===== config.mk =====
export PLATFORM = sky130hd
export DESIGN_NAME = pipe_elastic_stage
export DESIGN_NICKNAME = d
export VERILOG_FILES = /design/src/rtl/pipe_elastic_stage.sv
export SDC_FILE = /design/constraint.sdc
export NUM_CORES = 1
export LEC_CHECK = 0
export CORE_AREA = 2 2 95 97
export DETAILED_ROUTE_END_ITERATION = 10
export DIE_AREA = 0 0 97 99
export HOLD_SLACK_MARGIN = 0.03
export PLACE_DENSITY = 0.79
export SLEW_MARGIN = 20
export SYNTH_ARGS = -nofsm -noshare
export SYNTH_HDL_FRONTEND = slang
export SYNTH_SLANG_ARGS = --single-unit

===== constraint.sdc =====
create_clock -name clk -period 2 [get_ports clk]
set_input_delay 0.5 -clock clk [delete_from_list [all_inputs] [get_ports clk]]
set_output_delay 0.5 -clock clk [all_outputs]
set_load 0.01 [all_outputs]

===== src/rtl/pipe_elastic_stage.sv =====
// ============================================================================
// Module      : pipe_elastic_stage
// Description : Elastic pipeline register for a core stage boundary. It uses a
//               valid/ready handshake with a 2-entry skid buffer, squashes
//               held entries on flush, and counts back-pressure cycles with a
//               saturating counter.
// Revision    : 1.0 - initial release
// ============================================================================
`default_nettype none

module pipe_elastic_stage #(
  parameter int DATA_WIDTH      = 32,
  parameter int CTRL_WIDTH      = 8,
  parameter int STALL_CNT_WIDTH = 16
) (
  input  logic                       clk,
  input  logic                       reset,
  input  logic                       flush_i,
  input  logic                       in_valid_i,
  output logic                       in_ready_o,
  input  logic [DATA_WIDTH-1:0]      in_data_i,
  input  logic [CTRL_WIDTH-1:0]      in_ctrl_i,
  output logic                       out_valid_o,
  input  logic                       out_ready_i,
  output logic [DATA_WIDTH-1:0]      out_data_o,
  output logic [CTRL_WIDTH-1:0]      out_ctrl_o,
  output logic [1:0]                 occupancy_o,
  output logic [STALL_CNT_WIDTH-1:0] stall_count_o
);

  localparam logic [STALL_CNT_WIDTH-1:0] CNT_ONE = STALL_CNT_WIDTH'(1);
  localparam logic [STALL_CNT_WIDTH-1:0] CNT_MAX = '1;

  // Encoding equals the number of held entries, so occupancy is the state itself.
  typedef enum logic [1:0] {
    EMPTY = 2'd0,
    BUSY  = 2'd1,
    FULL  = 2'd2
  } state_t;

  state_t                       state;
  state_t                       next_state;
  logic                         in_ready;
  logic [DATA_WIDTH-1:0]        main_data;
  logic [CTRL_WIDTH-1:0]        main_ctrl;
  logic [DATA_WIDTH-1:0]        skid_data;
  logic [CTRL_WIDTH-1:0]        skid_ctrl;
  logic [STALL_CNT_WIDTH-1:0]   stall_cnt;

  logic                         out_valid;
  logic                         accept;
  logic                         issue;
  logic                         load_main_in;
  logic                         load_main_skid;
  logic                         load_skid;
  logic                         stalled;

  assign out_valid = (state != EMPTY);
  assign accept    = in_valid_i & in_ready;
  assign issue     = out_valid & out_ready_i;
  assign stalled   = out_valid & ~out_ready_i & ~flush_i;

  // Next-state and register-load decode; flush overrides every handshake.
  always_comb begin
    next_state     = state;
    load_main_in   = 1'b0;
    load_main_skid = 1'b0;
    load_skid      = 1'b0;
    if (flush_i) begin
      next_state = EMPTY;
    end else begin
      unique case (state)
        EMPTY: begin
          if (accept) begin
            next_state   = BUSY;
            load_main_in = 1'b1;
          end
        end
        BUSY: begin
          if (accept && issue) begin
            load_main_in = 1'b1;
          end else if (accept) begin
            next_state = FULL;
            load_skid  = 1'b1;
          end else if (issue) begin
            next_state = EMPTY;
          end
        end
        FULL: begin
          if (issue) begin
            next_state     = BUSY;
            load_main_skid = 1'b1;
          end
        end
        default: begin
          next_state = EMPTY;
        end
      endcase
    end
  end

  always_ff @(posedge clk) begin
    if (reset) begin
      state    <= EMPTY;
      in_ready <= 1'b0;
    end else begin
      state    <= next_state;
      in_ready <= (next_state != FULL);
    end
  end

  // Payload registers only move on an accept, an issue or a flush.
  always_ff @(posedge clk) begin
    if (reset) begin
      main_data <= '0;
      main_ctrl <= '0;
      skid_data <= '0;
      skid_ctrl <= '0;
    end else begin
      if (flush_i) begin
        main_ctrl <= '0;
      end else if (load_main_in) begin
        main_data <= in_data_i;
        main_ctrl <= in_ctrl_i;
      end else if (load_main_skid) begin
        main_data <= skid_data;
        main_ctrl <= skid_ctrl;
      end
      if (load_skid) begin
        skid_data <= in_data_i;
        skid_ctrl <= in_ctrl_i;
      end
    end
  end

  always_ff @(posedge clk) begin
    if (reset) begin
      stall_cnt <= '0;
    end else if (stalled && (stall_cnt != CNT_MAX)) begin
      stall_cnt <= stall_cnt + CNT_ONE;
    end
  end

  assign in_ready_o    = in_ready;
  assign out_valid_o   = out_valid;
  assign out_data_o    = main_data;
  assign out_ctrl_o    = out_valid ? main_ctrl : '0;
  assign occupancy_o   = state;
  assign stall_count_o = stall_cnt;

endmodule

`default_nettype wire


==> metrics.cfg <==
[outcome]
status=completed

[drt]
drt.antenna.violating_nets=0
wire_per_inst_um=15.25
via_count=3896
dr.pass1.iters=5
drt-initial-drc-count=223
vias_per_cell=5.526
post-route-drc-count=0
drt_wl_total_um=10750

[global_route]
grt_max_degree=57
antenna_found_initial=0
gr-total-overflow=0
grt_pass1_vias=3695
grt_pass1_wl_um=17650
grt_util_all_layers_pct=22.44

[die]
start_util_pct=47.25
rows=34
core_um2=8551
die_h_um=99
ios=105
dieArea_um2=9603
dieWidth_um=97

[pwr]
p_leak_nw=1.895
p_total_w=0.003609
p_per_area_nw_per_um2=649.0
ir_drop_v=0.0005638

[layout]
drive_above_1_share_pct=11.56
num_antenna_cells=0
fillers=736
multi_input_area_um2=1911
seq_area_um2=1988
num-nets-final=638
area.growth.synth_to_final_pct=37.63

[setup_path]
crit_path_start=stall_count_o[9]
crit_type=flop to output port
endpoint_kind=output port
crit_path_start_kind=flop
crit_end=stall_count_o[9]
r2r_start=stall_count_o[1]
crit_arrival_ps=1430
cp.depth=1
crit_buf_inv=1
r2r_setup_slack_ps=110
cp_max_fo=7
reg2reg_to=stall_count_o[14]
r2r.worst_path.cells=5
critical-path-max-stage-delay_ps=590
crit_chain=clkdlybuf4s50_1
critPathTopFamily=buffers and inverters
timing.critical_path.slowest_stage_cell=clkdlybuf4s50_1
cp.required_ps=1500

[timing]
tightest_slew_ps=342.8
period_minus_slack_ps=1935
finalHoldViolCount=0
max_freq_mhz=516.9
max_slew_margin_pct=77.10
setup-tns-final_ps=0
finalSetupViolCount=0
rsz0062_at_grt=false
fin_crit_sh_pct=96.74
maxSlewViolCount=0
clock_skew_ps=8.678

[clock_network]
cts_tree=built
cts_hold_buf=0
clock_latency_ps=370
clk_pin_slew_ps=110
cts-buffers-inserted=9
clock-sinks=99
clock-root-buffer=clkbuf_8
htree_levels=3
cts.path.max_buffers=2

[synthesis]
yosysTopAreaCellShare_pct=49.06
yosys-top-cells-count=nand2_1 (125), dfxtp_1 (99), a21oi_1 (90)
ys_seq_area_share_pct=49.06
synth_top_flop_cell=dfxtp_1
yosysMostFrequentCell=nand2_1
synth_area_leader_cell=dfxtp_1
yosysWarningCount=0
syn_avg_cell_area_um2=8.296
yosys-top-cells-area=dfxtp_1 (49%), nand2_1 (12%), a21oi_1 (11%), a22oi_1 (7.4%), buf_2 (2.1%)
ys_ff_latch=99
syn_area_um2=4040
synth_nets=533
synth_cells=487
synth_edf_count=0
ys_async_sr_fraction_pct=0
synthDistinctLibCells=46

[place]
portBuffers=104
place_hpwl_um=7083
globalplace.congestion=0.9321

[run]
maxCapViolations=0

[hold_path]
hp-class=flop to flop

[how the worst min path moves through the flow]
stage / from / end / slack [ps] / depth (start not counted)
6_report: main_ctrl[0] / main_ctrl[0] / 460 / 2
5_1_grt: skid_ctrl[1] / skid_ctrl[1] / 480 / 2
4_1_cts: skid_data[0] / skid_data[0] / 460 / 2
3_5_place_dp: skid_data[0] / skid_data[0] / 450 / 2
3_3_place_gp: main_ctrl[6] / main_ctrl[6] / 440 / 2
2_1_floorplan: main_ctrl[0] / main_ctrl[0] / 430 / 2
[tightest hold or removal path: stages, from the launching register on]
cell	delay [ps]
dfxtp_1	320
nand2_1	50
a21oi_1	50
[registers in the layout (all words and copies together), names as in the netlist]
register       flops
skid_data         32
out_data_o        32
skid_ctrl          8
in_ready_o         1
stall_count_o     16
occupancy_o        2
main_ctrl          8
[report_power, final]
part	switching [W]	total (W)	internal [W]
clock network	0.000782	0.00127	0.000487
logic	0.000147	0.000321	0.000174
registers	0.0000187	0.00202	0.00200
[repair_timing]
action / CTS / global route
pin swaps: 0 / 1
gates resized for setup: 14 / 6
buffers inserted: 3 / 1
setup endpoints to repair: 9 / 5
gates cloned: 0 / 0
[metrics by stage]
stage,instance area (um^2),hold WS [ps],std cells,worst slack (ps),utilization [%]
final,5560,455.1,705,65.26,65.03
after global routing,5560,481.5,705,1.955,65.03
after CTS,5545,460.6,704,17.35,64.85
after detailed placement,5326,446.7,685,-189.1,62.29
after global placement,5326,438.9,685,-131.8,62.29
after floorplan,4040,431.7,487,242.2,-
[routing by layer]
| layer | GRT usage (%) | wire [um] | vias up |
|---|---|---|---|
| met5 | 0 | 0 | - |
| met3 | 4.823 | 651 | 22 |
| met1 | 27.85 | 4541 | 1820 |
| li1 | - | - | 1923 |
| met4 | 8.342 | 198 | 0 |
| met2 | 38.51 | 5360 | 131 |
[cells by family (layout without fill, tap and decap cells)]
| group | count (synthesis) | after routing | share of synthesized area [%] |
|---|---|---|---|
| fa+ha+maj | 1 | 1 | 0.3096 |
| compound gates | 147 | 147 | 21.55 |
| simple gates | 194 | 194 | 23.23 |
| mux | 5 | 5 | 1.301 |
| flops | 99 | 99 | 49.06 |
| buf+inv | 41 | 151 | 4.552 |
[area by class of cell]
class                   count  share of cell area [%]
well taps                 108                   2.430
clock buffers               9                   2.228
flip-flops and latches     99                   35.76
repair buffers            131                   23.58
clock inverters             7                   1.283
inverters                   4                  0.3600
multi-input cells         347                   34.36
[placed cells by master, fill, tap and decap left out, types with 2 or more instances in the layout]
master             n
nor2_4             3
o31ai_1            5
clkinvlp_4         2
nor3_1             7
clkdlybuf4s50_1   94
nor2b_1            3
nand4_1            7
buf_4             20
inv_8              2
dfxtp_2            5
nor4_1             4
clkbuf_8           9
nand2_1          125
buf_12             7
dfxtp_1           94
and4bb_2           2
a21oi_1           90
dlygate4sd2_1      8
mux2i_1            3
nor2_1             7
inv_1              3
or4_1              5
clkinv_4           2
o21ai_0            5
and2_1             8
buf_2              2
nand3_1            5
a31oi_1            2
or3_1              4
a22oi_1           40
Power figures use the tool's default switching activity.
